<file path="src/rtl/apb4_master_pkg.sv">
`default_nettype none
// ============================================================================
//  Module      : apb4_master_pkg
//  Description : Shared types and constants for the APB4 master bridge.
//                - state_t    : bridge FSM states (2-bit encoding)
//                - ALIGN_MASK : low address bits that must be zero
//                - rsp_t      : registered response {rdata, err, timeout}
//  Revision    : 1.0 - initial release
// ============================================================================
package apb4_master_pkg;

    typedef enum logic [1:0] {
        IDLE   = 2'd0,
        SETUP  = 2'd1,
        ACCESS = 2'd2,
        RESP   = 2'd3
    } state_t;

    // Word alignment: both low byte-address bits must be clear.
    localparam logic [1:0] ALIGN_MASK = 2'b11;

    localparam int RSP_DATA_W = 32;

    typedef struct packed {
        logic [RSP_DATA_W-1:0] rdata;
        logic                  err;
        logic                  timeout;
    } rsp_t;

endpackage : apb4_master_pkg
`default_nettype wire

</file>
<file path="src/rtl/apb4_master_bridge.sv">
`default_nettype none
// ============================================================================
//  Module      : apb4_master_bridge
//  Description : Converts a valid/ready request port into single APB4
//                SETUP+ACCESS transfers and returns one registered response
//                per request. A timeout counter terminates transfers whose
//                responder never raises pready.
//  Ports       : hclk, hrst             - clock, synchronous active-high reset
//                req_valid/req_ready    - request handshake
//                req_write/addr/wdata/strb/prot - request fields
//                rsp_valid/rsp_ready    - response handshake
//                rsp_rdata/err/timeout  - response fields
//                paddr/pprot/psel/penable/pwrite/pwdata/pstrb - APB4 outputs
//                pready/prdata/pslverr  - APB4 inputs
//  Revision    : 1.0 - initial release
// ============================================================================
module apb4_master_bridge
    import apb4_master_pkg::*;
#(
    parameter int ADDR_WIDTH  = 32,
    parameter int DATA_WIDTH  = 32,
    parameter int TIMEOUT_CYC = 256
) (
    input  logic                    hclk,
    input  logic                    hrst,
    // request port
    input  logic                    req_valid,
    output logic                    req_ready,
    input  logic                    req_write,
    input  logic [ADDR_WIDTH-1:0]   req_addr,
    input  logic [DATA_WIDTH-1:0]   req_wdata,
    input  logic [DATA_WIDTH/8-1:0] req_strb,
    input  logic [2:0]              req_prot,
    // response port
    output logic                    rsp_valid,
    input  logic                    rsp_ready,
    output logic [DATA_WIDTH-1:0]   rsp_rdata,
    output logic                    rsp_err,
    output logic                    rsp_timeout,
    // APB4 initiator
    output logic [ADDR_WIDTH-1:0]   paddr,
    output logic [2:0]              pprot,
    output logic                    psel,
    output logic                    penable,
    output logic                    pwrite,
    output logic [DATA_WIDTH-1:0]   pwdata,
    output logic [DATA_WIDTH/8-1:0] pstrb,
    input  logic                    pready,
    input  logic [DATA_WIDTH-1:0]   prdata,
    input  logic                    pslverr
);

    // A zero-cycle timeout still needs a 1-bit counter to keep widths legal.
    localparam int c_cnt_w = (TIMEOUT_CYC > 0) ? $clog2(TIMEOUT_CYC + 1) : 1;
    localparam logic [c_cnt_w-1:0] c_cnt_last =
        c_cnt_w'((TIMEOUT_CYC > 0) ? (TIMEOUT_CYC - 1) : 0);
    localparam bit c_to_en = (TIMEOUT_CYC != 0);

    state_t                  r_state,   w_state_nxt;
    logic                    r_psel,    w_psel_nxt;
    logic                    r_penable, w_penable_nxt;
    logic [ADDR_WIDTH-1:0]   r_paddr,   w_paddr_nxt;
    logic [2:0]              r_pprot,   w_pprot_nxt;
    logic                    r_pwrite,  w_pwrite_nxt;
    logic [DATA_WIDTH-1:0]   r_pwdata,  w_pwdata_nxt;
    logic [DATA_WIDTH/8-1:0] r_pstrb,   w_pstrb_nxt;
    logic [c_cnt_w-1:0]      r_cnt,     w_cnt_nxt;
    rsp_t                    r_rsp,     w_rsp_nxt;

    logic w_misaligned;
    logic w_to_hit;

    assign w_misaligned = ((req_addr[1:0] & ALIGN_MASK) != 2'b00);
    assign w_to_hit     = c_to_en && (r_cnt == c_cnt_last);

    // ------------------------------------------------------------------
    // State and output registers
    // ------------------------------------------------------------------
    always_ff @(posedge hclk) begin
        if (hrst) begin
            r_state   <= IDLE;
            r_psel    <= 1'b0;
            r_penable <= 1'b0;
            r_paddr   <= '0;
            r_pprot   <= '0;
            r_pwrite  <= 1'b0;
            r_pwdata  <= '0;
            r_pstrb   <= '0;
            r_cnt     <= '0;
            r_rsp     <= '0;
        end else begin
            r_state   <= w_state_nxt;
            r_psel    <= w_psel_nxt;
            r_penable <= w_penable_nxt;
            r_paddr   <= w_paddr_nxt;
            r_pprot   <= w_pprot_nxt;
            r_pwrite  <= w_pwrite_nxt;
            r_pwdata  <= w_pwdata_nxt;
            r_pstrb   <= w_pstrb_nxt;
            r_cnt     <= w_cnt_nxt;
            r_rsp     <= w_rsp_nxt;
        end
    end

    // ------------------------------------------------------------------
    // Next-state and next-output logic
    // ------------------------------------------------------------------
    always_comb begin
        w_state_nxt   = r_state;
        w_psel_nxt    = r_psel;
        w_penable_nxt = r_penable;
        w_paddr_nxt   = r_paddr;
        w_pprot_nxt   = r_pprot;
        w_pwrite_nxt  = r_pwrite;
        w_pwdata_nxt  = r_pwdata;
        w_pstrb_nxt   = r_pstrb;
        w_cnt_nxt     = r_cnt;
        w_rsp_nxt     = r_rsp;

        unique case (r_state)
            IDLE: begin
                if (req_valid) begin
                    if (w_misaligned) begin
                        // Rejected without touching the bus.
                        w_state_nxt = RESP;
                        w_rsp_nxt   = '{rdata: '0, err: 1'b1, timeout: 1'b0};
                    end else begin
                        w_state_nxt   = SETUP;
                        w_psel_nxt    = 1'b1;
                        w_penable_nxt = 1'b0;
                        w_paddr_nxt   = req_addr;
                        w_pprot_nxt   = req_prot;
                        w_pwrite_nxt  = req_write;
                        // Reads drive zero data and strobes on the bus.
                        w_pwdata_nxt  = req_write ? req_wdata : '0;
                        w_pstrb_nxt   = req_write ? req_strb  : '0;
                        w_cnt_nxt     = '0;
                    end
                end
            end

            SETUP: begin
                w_state_nxt   = ACCESS;
                w_penable_nxt = 1'b1;
            end

            ACCESS: begin
                if (pready) begin
                    w_state_nxt   = RESP;
                    w_psel_nxt    = 1'b0;
                    w_penable_nxt = 1'b0;
                    w_rsp_nxt.rdata   = (!r_pwrite && !pslverr) ? prdata : '0;
                    w_rsp_nxt.err     = pslverr;
                    w_rsp_nxt.timeout = 1'b0;
                end else if (w_to_hit) begin
                    w_state_nxt   = RESP;
                    w_psel_nxt    = 1'b0;
                    w_penable_nxt = 1'b0;
                    w_rsp_nxt     = '{rdata: '0, err: 1'b1, timeout: 1'b1};
                end else begin
                    w_cnt_nxt = r_cnt + 1'b1;
                end
            end

            RESP: begin
                if (rsp_ready) begin
                    w_state_nxt = IDLE;
                end
            end

            default: begin
                w_state_nxt = IDLE;
            end
        endcase
    end

    // ------------------------------------------------------------------
    // Outputs (all decoded from registers)
    // ------------------------------------------------------------------
    assign req_ready   = (r_state == IDLE);
    assign rsp_valid   = (r_state == RESP);
    assign rsp_rdata   = r_rsp.rdata;
    assign rsp_err     = r_rsp.err;
    assign rsp_timeout = r_rsp.timeout;

    assign paddr   = r_paddr;
    assign pprot   = r_pprot;
    assign psel    = r_psel;
    assign penable = r_penable;
    assign pwrite  = r_pwrite;
    assign pwdata  = r_pwdata;
    assign pstrb   = r_pstrb;

endmodule : apb4_master_bridge
`default_nettype wire

</file>
<file path="config.mk">
export PLATFORM = sky130hd
export DESIGN_NAME = apb4_master_bridge
export DESIGN_NICKNAME = d
export VERILOG_FILES = /design/src/rtl/apb4_master_pkg.sv /design/src/rtl/apb4_master_bridge.sv
export SDC_FILE = /design/constraint.sdc
export NUM_CORES = 1
export LEC_CHECK = 0
export BUFFER_PORTS_ARGS = -buffer_cell sky130_fd_sc_hd__buf_4
export CAP_MARGIN = 10
export CORE_ASPECT_RATIO = 0.75
export CORE_UTILIZATION = 35
export CTS_BUF_LIST = sky130_fd_sc_hd__clkbuf_4 sky130_fd_sc_hd__clkbuf_8 sky130_fd_sc_hd__clkbuf_16
export DETAILED_ROUTE_END_ITERATION = 16
export MAX_ROUTING_LAYER = met4
export PLACE_DENSITY = 0.67
export SYNTH_ARGS = -nofsm -noshare
export SYNTH_HDL_FRONTEND = slang
export SYNTH_SLANG_ARGS = --single-unit
</file>
<file path="constraint.sdc">
create_clock -name hclk -period 3.1 [get_ports hclk]
set_clock_uncertainty 0.2 [all_clocks]
set_input_delay 0.775 -clock hclk [delete_from_list [all_inputs] [get_ports hclk]]
set_output_delay 0.775 -clock hclk [all_outputs]
set_load 0.02 [all_outputs]
</file>
==> metrics, run 1 <==
status completed; CTS tree yes; initial antenna violation count 0; gr ovfl total 0; Worst-path clk slew roughly 60 ps; sequential fraction of the synthesis area 51.50%; power density over cell area around 730 nW/µm²; # hold bufs at CTS 0; highest clock rate approximately 0.36 GHz; Max-cap violations 0; Pint 3.692 mW; total power draw 5.176 mW; maximum vdd ir drop 0.4422 mV; Worst-Skew Late Latency 400 ps; CTS Buffer Depth 2; Setup violations, final 0; Antenna Diode Count 0; Hold WS around 250 ps; first-pass GRT wire length about 22 mm; Area Growth Syn to Fin 52.45%; drt drc 0; CORE AREA 12,570 µm²; H-Tree Depth 4; Worst Path Arrival 2900 ps; # IOs 220; Final Hold Fails 0; FF/Latch Area 2382 µm²; post-route antenna net violation count 0; multi-input combinational cell area approximately 2000 µm²; Vias 4,725; initial core utilization ~37%; CP max FO 7; P_sw between 1 and 1.5 mW; CTS resizes 0; crit-path max cell delay roughly 400 ps; cell count after synthesis around 570; final worst slack roughly 290 ps; Rel. slew slack 59.33%; Port Buffers 219; critical path class flop to flop; worst path cell trace ha_1 -> and3_1 -> and3_1 -> and3_1 -> ha_1 -> nor3b_4 -> a2bb2oi_1 -> a21oi_1 -> a22o_1; routed wire length 13.67 mm; worst slack, placed 318.3 ps; Comb pwr share 22.6%; largest net degree at the start of global routing 45; vias in the first global route 4,484; placed cells roughly 920; setup TNS 0 ps; CTS Root Cell clkbuf_16; Setup Fix Bufs, Post-CTS 0; synth unique cells 40; Clock power frac between 40 and 50%; Worst Hold Class flop to flop; WL/cell 14.44 µm; routability cong. 0.7967; Worst path slowest cell a2bb2oi_1; period utilization 90.65%; CTS buffer count 17; gr usage total 20.55%; Iteration-0 DRC Markers about 240; worst path bufs/invs 0; CTS sink cnt 119; Seq pwr share 32.3%; die height 101.6 µm; HPWL after DPL 9.544 mm; Most Frequent Cell on Critical Path and3_1; Worst setup EP type flop; crit-path leading delay family simple AND/OR/NAND/NOR gates; Avg Cell Area, Syn 8.173 µm²; yosys warns 0; FF+latch count, synth 119; startpoint types flop; most common cell after layout, fill and taps aside buf_4; fillers 1,122; Final nets about 890; Leak 2.908 nW; RSZ-0062 raised after global routing no; Finished Layout Cells 947; layout cells sized above 1 34.57%; die area 13,680 µm²; Via-to-Cell Ratio 4.989; Die X 134.7 µm; FP Rows 35; commonest non-fill, non-tap cells in the layout buf_4, nand2_1, dfxtp_1; Worst Tran Pin Value around 610 ps; DR pass1 iterations 4; net count after synthesis 684; Switching Fraction 28.67%; CP required around 3200 ps; Post-Syn Area 4626 µm²; fin crit period 2810 ps; max-slew violations 0
## state kept, by name, indices dropped and copies added, names as in the netlist, 2 cells and up
register,cells
rsp_rdata,32
pstrb,4
r_state,2
pprot,3
pwdata,32
paddr,32
r_cnt,9
## routing by layer
metal	routed length, µm	GRT usage, %	up-vias
li1	-	-	2327
met1	5949	24.69	2236
met2	6764	33.66	147
met3	762	5.355	15
met4	197	6.482	0
met5	0	-	-
## area by class of cell
cell class / instances / share of cell area [%]
clock inverters: 12 / 3.513
inverters: 5 / 0.2661
flip-flops and latches: 119 / 33.78
multi-input cells: 396 / 28.50
repair buffers: 229 / 24.56
clock buffers: 20 / 6.441
well taps: 166 / 2.945
## metrics by stage
| stage | util [%] | area [µm²] |
|---|---|---|
| after global placement | 50.52 | 6350 |
| after floorplan | - | 4626 |
| after CTS | 56.11 | 7052 |
| after global routing | 56.11 | 7052 |
| after detailed placement | 50.52 | 6350 |
| final | 56.11 | 7052 |
## cell usage after synthesis
| cell type | number | area, µm² |
|---|---|---|
| nand2_1 | 142 | 533.0 |
| dfxtp_1 | 119 | 2382 |
| a21oi_1 | 114 | 570.6 |
| nand3_1 | 74 | 370.4 |
| clkbuf_1 | 25 | 93.84 |
| buf_2 | 13 | 65.06 |
| ha_1 | 8 | 100.1 |
| nor2_1 | 7 | 26.28 |
| nor3_1 | 6 | 30.03 |
| inv_1 | 5 | 18.77 |
| o21ai_0 | 5 | 25.02 |
| and3_1 | 4 | 25.02 |
| nand2b_1 | 4 | 25.02 |
| buf_6 | 3 | 33.78 |
| nor2b_1 | 3 | 18.77 |
| o32ai_1 | 3 | 26.28 |
| a22o_1 | 2 | 17.52 |
| buf_4 | 2 | 15.01 |
| clkbuf_4 | 2 | 15.01 |
| mux2i_1 | 2 | 20.02 |
| nand3b_1 | 2 | 15.01 |
| nor3b_1 | 2 | 15.01 |
| o31ai_1 | 2 | 15.01 |
| a2111o_1 | 1 | 11.26 |
| a2111oi_0 | 1 | 8.760 |
| a2111oi_4 | 1 | 27.53 |
| a211oi_1 | 1 | 7.510 |
| a2bb2oi_1 | 1 | 8.760 |
| and2_4 | 1 | 8.760 |
| buf_1 | 1 | 3.750 |
| nand4_1 | 1 | 6.260 |
| nor3_2 | 1 | 10.01 |
| nor3b_4 | 1 | 18.77 |
| nor4_1 | 1 | 6.260 |
| nor4b_1 | 1 | 8.760 |
| o21a_1 | 1 | 7.510 |
| o2bb2ai_1 | 1 | 8.760 |
| or3_1 | 1 | 6.260 |
| or3b_2 | 1 | 8.760 |
| or3b_4 | 1 | 11.26 |
## logic make-up after synthesis
family / synth area share, %
simple gates: 24.72
compound gates: 15.88
mux: 0.4328
flops: 51.50
buf+inv: 5.301
fa+ha+maj: 2.164
## tightest hold or removal path: cells and delay by family, from the launching register on
kind | cells | cell delay, ps
DFF | 1 | 300
and+or+nand+nor | 1 | 50
AOI/OAI and AO/OA | 1 | 50
## final timing paths
check | start | endpoint | slack [ps] | cells after the start
min reg2reg | pwdata[27] | pwdata[27] | 250 | 2
max | r_cnt[0] | r_cnt[7] | 290 | 9
min | pwdata[27] | pwdata[27] | 250 | 2
max reg2reg | r_cnt[0] | r_cnt[7] | 290 | 9
## power by group through the flow
| stage | clock network [mW] | registers (mW) | logic, mW |
|---|---|---|---|
| after floorplan | 0 | 1.78 | 0.721 |
| after global placement | 0 | 1.70 | 1.15 |
| after detailed placement | 0 | 1.70 | 1.17 |
| after CTS | 2.39 | 1.67 | 1.18 |
| after global routing | 2.45 | 1.68 | 1.29 |
| final | 2.33 | 1.67 | 1.17 |
No activity file was read; power rests on OpenSTA's default activity.
==> run 2: changes to the inputs <==
Settings changed: CAP_MARGIN 10 to unset, CORE_MARGIN set to 2, CORE_UTILIZATION 35 to 46, PLACE_DENSITY 0.67 to 0.83.
==> run 2 against run 1 <==
  * Non-clock buffer count shrank 3
  * Sequential share of layout area grew 0.40 points
  * Largest cell class unchanged
  * Setup slack lost 45 ps
  * Highest routed layer unchanged
  * Clock power shrank 5%
==> metrics, run 2 (synthesis gave the netlist of run 1 again) <==
CP required 3190 ps; Max-cap violations 0; routed wire length 13.75 mm; R2R depth 9; Worst path slowest cell nor3b_4; # hold bufs at CTS 0; CTS resizes 0; FF-to-FF setup slack 240 ps; Antenna Diode Count 0; R2R Path End r_cnt[7]; Clock power frac 43.7%; number of stages on the worst setup path 9; Worst Hold Class flop to flop; Pint approximately 3.6 mW; initial core utilization 47.51%; placed cells 878; CTS sink cnt approximately 120; initial antenna violation count 0; total power draw roughly 5 mW; Worst setup EP type flop; CTS buffer count 17; Hold WS 249.1 ps; fin crit period 2855 ps; Worst Tran Pin Value 720.4 ps; Rel. slew slack 51.98%; Core Util, Final 71.58%; status completed; Final Hold Fails 0; Worst-path clk slew ~50 ps; maximum vdd ir drop 0.3874 mV; final worst slack 244.7 ps; HPWL after DPL between 9 and 10 mm; max-slew violations 0; Seq pwr share 33.0%; gr usage total 25.85%; WL/cell 15.14 µm; WHS Path Cells 2; FP Rows 31; Final nets 883; crit-path max cell delay 390 ps; P_sw 1.450 mW; CTS tree yes; period utilization 92.11%; Placed Area 6297 µm²; commonest non-fill, non-tap cells in the layout buf_4, nand2_1, dfxtp_1; Setup Fix Bufs, Post-CTS 0; H-Tree Depth 4; Worst Path Arrival 2940 ps; CTS Buffer Depth 2; CTS Root Cell clkbuf_16; first-pass GRT wire length 21.87 mm; most common cell after layout, fill and taps aside buf_4; Finished Layout Cells 908; Die X 119.8 µm; worst slack, placed 329.7 ps; Via-to-Cell Ratio 5.252; critical path class flop to flop; design area 6969 µm²; Area Growth Syn to Fin 50.66%; vias in the first global route around 4.5k; crit-path leading delay family simple AND/OR/NAND/NOR gates; gr ovfl total 0; Leak 2.891 nW; largest net degree at the start of global routing 74; worst path cell trace ha_1 -> and3_1 -> and3_1 -> and3_1 -> ha_1 -> nor3b_4 -> a2bb2oi_1 -> a21oi_1 -> a22o_1; die height 90.85 µm; crit path to r_cnt[7]; die area 10,880 µm²; power density over cell area about 730 nW/µm²; Setup violations, final 0; highest clock rate 0.3502 GHz; worst setup path startpoint r_cnt[0]; drt drc 0; Switching Fraction 28.68%; Most Frequent Cell on Critical Path and3_1; setup TNS 0 ps; post-route antenna net violation count 0; CORE AREA 9736 µm²; worst path bufs/invs 0; Iteration-0 DRC Markers 271; Vias 4,769; Port Buffers approximately 220; # IOs between 200 and 250; Reg-to-Reg Start r_cnt[0]; startpoint types flop; CP max FO 7; routability cong. 0.9367; Comb pwr share 23.3%; RSZ-0062 raised after global routing no; DR pass1 iterations 4; Worst-Skew Late Latency 400 ps; layout cells sized above 1 34.15%
==> run 2: area by class of cell <==
| cell class | instances | area (µm²) |
|---|---|---|
| clock buffer | 23 | 508.0 |
| sequential | 119 | 2382 |
| fill | 742 | 2766 |
| timing repair buffer | 226 | 1722 |
| multi-input combinational | 396 | 2009 |
| inverter | 5 | 18.77 |
| tap | 132 | 165.2 |
| clock inverter | 7 | 163.9 |
==> run 2: worst reg2reg max path, stage by stage (launching register included) <==
cell,delay (ps)
dfxtp_1,340
ha_1,250
and3_1,210
and3_1,190
and3_1,180
ha_1,250
nor3b_4,390
a2bb2oi_1,380
a21oi_1,110
a22o_1,250
==> run 2: how the worst min path moves through the flow <==
stage                  start       endpoint  slack (ps)
2_1_floorplan       r_cnt[8]       r_cnt[8]         230
3_3_place_gp   rsp_rdata[28]  rsp_rdata[28]         240
3_5_place_dp      pwdata[19]     pwdata[19]         240
4_1_cts           pwdata[19]     pwdata[19]         250
5_1_grt           pwdata[13]     pwdata[13]         270
6_report          pwdata[19]     pwdata[19]         250
==> run 2: per-layer routing <==
metal  track usage (%)  part of all wire (%)
met1             29.69                    41
met2             43.29                    51
met3             6.061                   5.6
met4             11.18                   2.3
met5                 -                     0
==> run 2: power by group through the flow <==
| stage | Sequential (mW) | Clock [mW] | Combinational, mW |
|---|---|---|---|
| 4_1_cts | 1.67 | 2.24 | 1.17 |
| 2_1_floorplan | 1.78 | 0 | 0.721 |
| 3_3_place_gp | 1.70 | 0 | 1.12 |
| 6_report | 1.67 | 2.21 | 1.18 |
| 5_1_grt | 1.68 | 2.30 | 1.28 |
| 3_5_place_dp | 1.70 | 0 | 1.15 |
==> run 3: changes to the inputs <==
Settings changed: CTS_CLUSTER_SIZE set to 14, RECOVER_POWER set to 50.
==> run 3 against run 2 <==
  * First-iteration DRC count rose by 8.9%
  * Setup slack improved by 19 ps
  * Combinational power fell by 5%
  * Hold slack hardly changed
  * Power is 1.2% lower
  * Global-route usage stayed put
  * Sequential power hardly changed
  * Via count increased by 0.78%
  * Core utilization shrank 4.3 points
  * Maximum frequency grew 0.68%
  * Critical path type unchanged
  * Largest cell class unchanged
==> metrics, run 3 (synthesis gave the netlist of run 1 again) <==
status completed; commonest non-fill, non-tap cells in the layout nand2_1, dfxtp_1, buf_4; routability cong. 0.9367; Vias 4,806; WHS Path Cells 2; power density over cell area 763.3 nW/µm²; Switching Fraction between 20 and 30%; Iteration-0 DRC Markers around 300; Setup violations, final 0; Final nets 883; Hold WS about 250 ps; Pint 3.545 mW; Worst-Skew Late Latency 400 ps; worst path cell trace ha_1 -> and3_1 -> and3_1 -> and3_1 -> ha_1 -> nor3b_4 -> a2bb2oi_1 -> a21oi_1 -> a22o_1; WHS Endpoint pwdata[19]; worst path bufs/invs 0; HP Start pwdata[19]; Worst path slowest cell nor3b_4; Finished Layout Cells between 900 and 1k; Comb pwr share 22.3%; FF-to-FF setup slack 260 ps; CTS resizes 0; Max-cap violations 0; CTS tree yes; CTS sink cnt 119; design area approximately 6500 µm²; first-pass GRT wire length roughly 22 mm; FF/Latch Area 2382 µm²; Worst Tran Pin Value 804.2 ps; die area between 10,000 and 15,000 µm²; R2R depth 9; fillers around 870; CTS Buffer Depth 2; CP required 3190 ps; drt drc 0; Core Util, Final 67.25%; Worst setup EP type flop; max-slew violations 0; Clock power frac between 40 and 50%; Worst-path clk slew approximately 50 ps; multi-input combinational cell area 2009 µm²; RSZ-0062 raised after global routing no; met3 routed WL between 700 and 800 µm; Placed Area 6297 µm²; vias in the first global route roughly 4.5k; setup TNS 0 ps; M1 WL 5.606 mm; critical path class flop to flop; Most Frequent Cell on Critical Path and3_1; Reg-to-Reg Start r_cnt[0]; initial antenna violation count 0; Area Growth Syn to Fin 41.55%; Die X roughly 120 µm; CTS buffer count 17; total power draw 4.998 mW; highest clock rate 0.3526 GHz; DR pass1 iterations 4; HPWL after DPL 9.339 mm; CORE AREA 9736 µm²; FP Rows 31; # IOs 220; # hold bufs at CTS 0; P_sw 1.453 mW; fin crit period ~2800 ps; maximum vdd ir drop 0.3909 mV; WL/cell 15.12 µm; startpoint types flop; routed wire length 13.73 mm; crit-path max cell delay 380 ps; H-Tree Depth 4; placed cells 878; most common cell after layout, fill and taps aside nand2_1; period utilization 91.49%; Worst Hold Class flop to flop; layout cells sized above 1 around a fifth; CTS Root Cell clkbuf_16; Seq pwr share around 33%; Via-to-Cell Ratio about 5.3; Final Hold Fails 0; die height 90.85 µm; Leak 2.424 nW; final worst slack 263.8 ps; post-route antenna net violation count 0; worst slack, placed around 330 ps; R2R Path End r_cnt[7]; Worst Path Arrival between 2000 and 3000 ps; CP max FO 7; largest net degree at the start of global routing 74; crit-path leading delay family simple AND/OR/NAND/NOR gates; gr ovfl total 0; Antenna Diode Count 0; Setup Fix Bufs, Post-CTS 0; met2 wire length 6.968 mm; gr usage total about 26%; Max Used Layer met4; initial core utilization a little under half; Rel. slew slack 46.39%; Port Buffers 219
==> run 3: cell types whose count changed in the layout (fill, tap and decap cells not counted) <==
cell	delta
buf_4	-109
clkbuf_1	+109
clkbuf_4	+1
buf_12	-1
==> run 3: worst max-delay path by stage <==
stage               startpoint           end  slack (ps)  cells past startpoint
floorplan             r_cnt[0]      r_cnt[3]         540                      8
global placement      r_cnt[0]      r_cnt[7]         450                      9
detailed placement    r_cnt[0]      r_cnt[5]         330                      9
CTS                   r_cnt[0]      r_cnt[7]         280                      9
global route          r_cnt[0]  rsp_rdata[5]          70                     10
finish                r_cnt[0]      r_cnt[7]         260                      9
==> run 3: metal layers <==
layer / global-route usage, % / vias to the layer above
li1: - / 2328
met1: 29.69 / 2270
met2: 43.29 / 174
met3: 6.061 / 34
met4: 11.18 / 0
met5: - / -
==> run 3: power groups by stage <==
stage / logic, mW / clock network (mW) / registers [mW]
6_report: 1.12 / 2.21 / 1.67
5_1_grt: 1.22 / 2.30 / 1.68
4_1_cts: 1.17 / 2.24 / 1.67
3_5_place_dp: 1.15 / 0 / 1.70
3_3_place_gp: 1.12 / 0 / 1.70
2_1_floorplan: 0.721 / 0 / 1.78
==> run 3: final cells by class <==
class                   count  area share (%)
flip-flops and latches    119           36.38
multi-input cells         396           30.69
repair buffers            226           19.85
clock buffers              23           7.758
well taps                 132           2.522
clock inverters             7           2.503
inverters                   5          0.2866
==> run 3: worst reg2reg max path: stages, from the launching register on <==
cell       delay, ps
dfxtp_1          340
ha_1             250
and3_1           210
and3_1           190
and3_1           180
ha_1             250
nor3b_4          380
a2bb2oi_1        380
a21oi_1          110
a22o_1           240
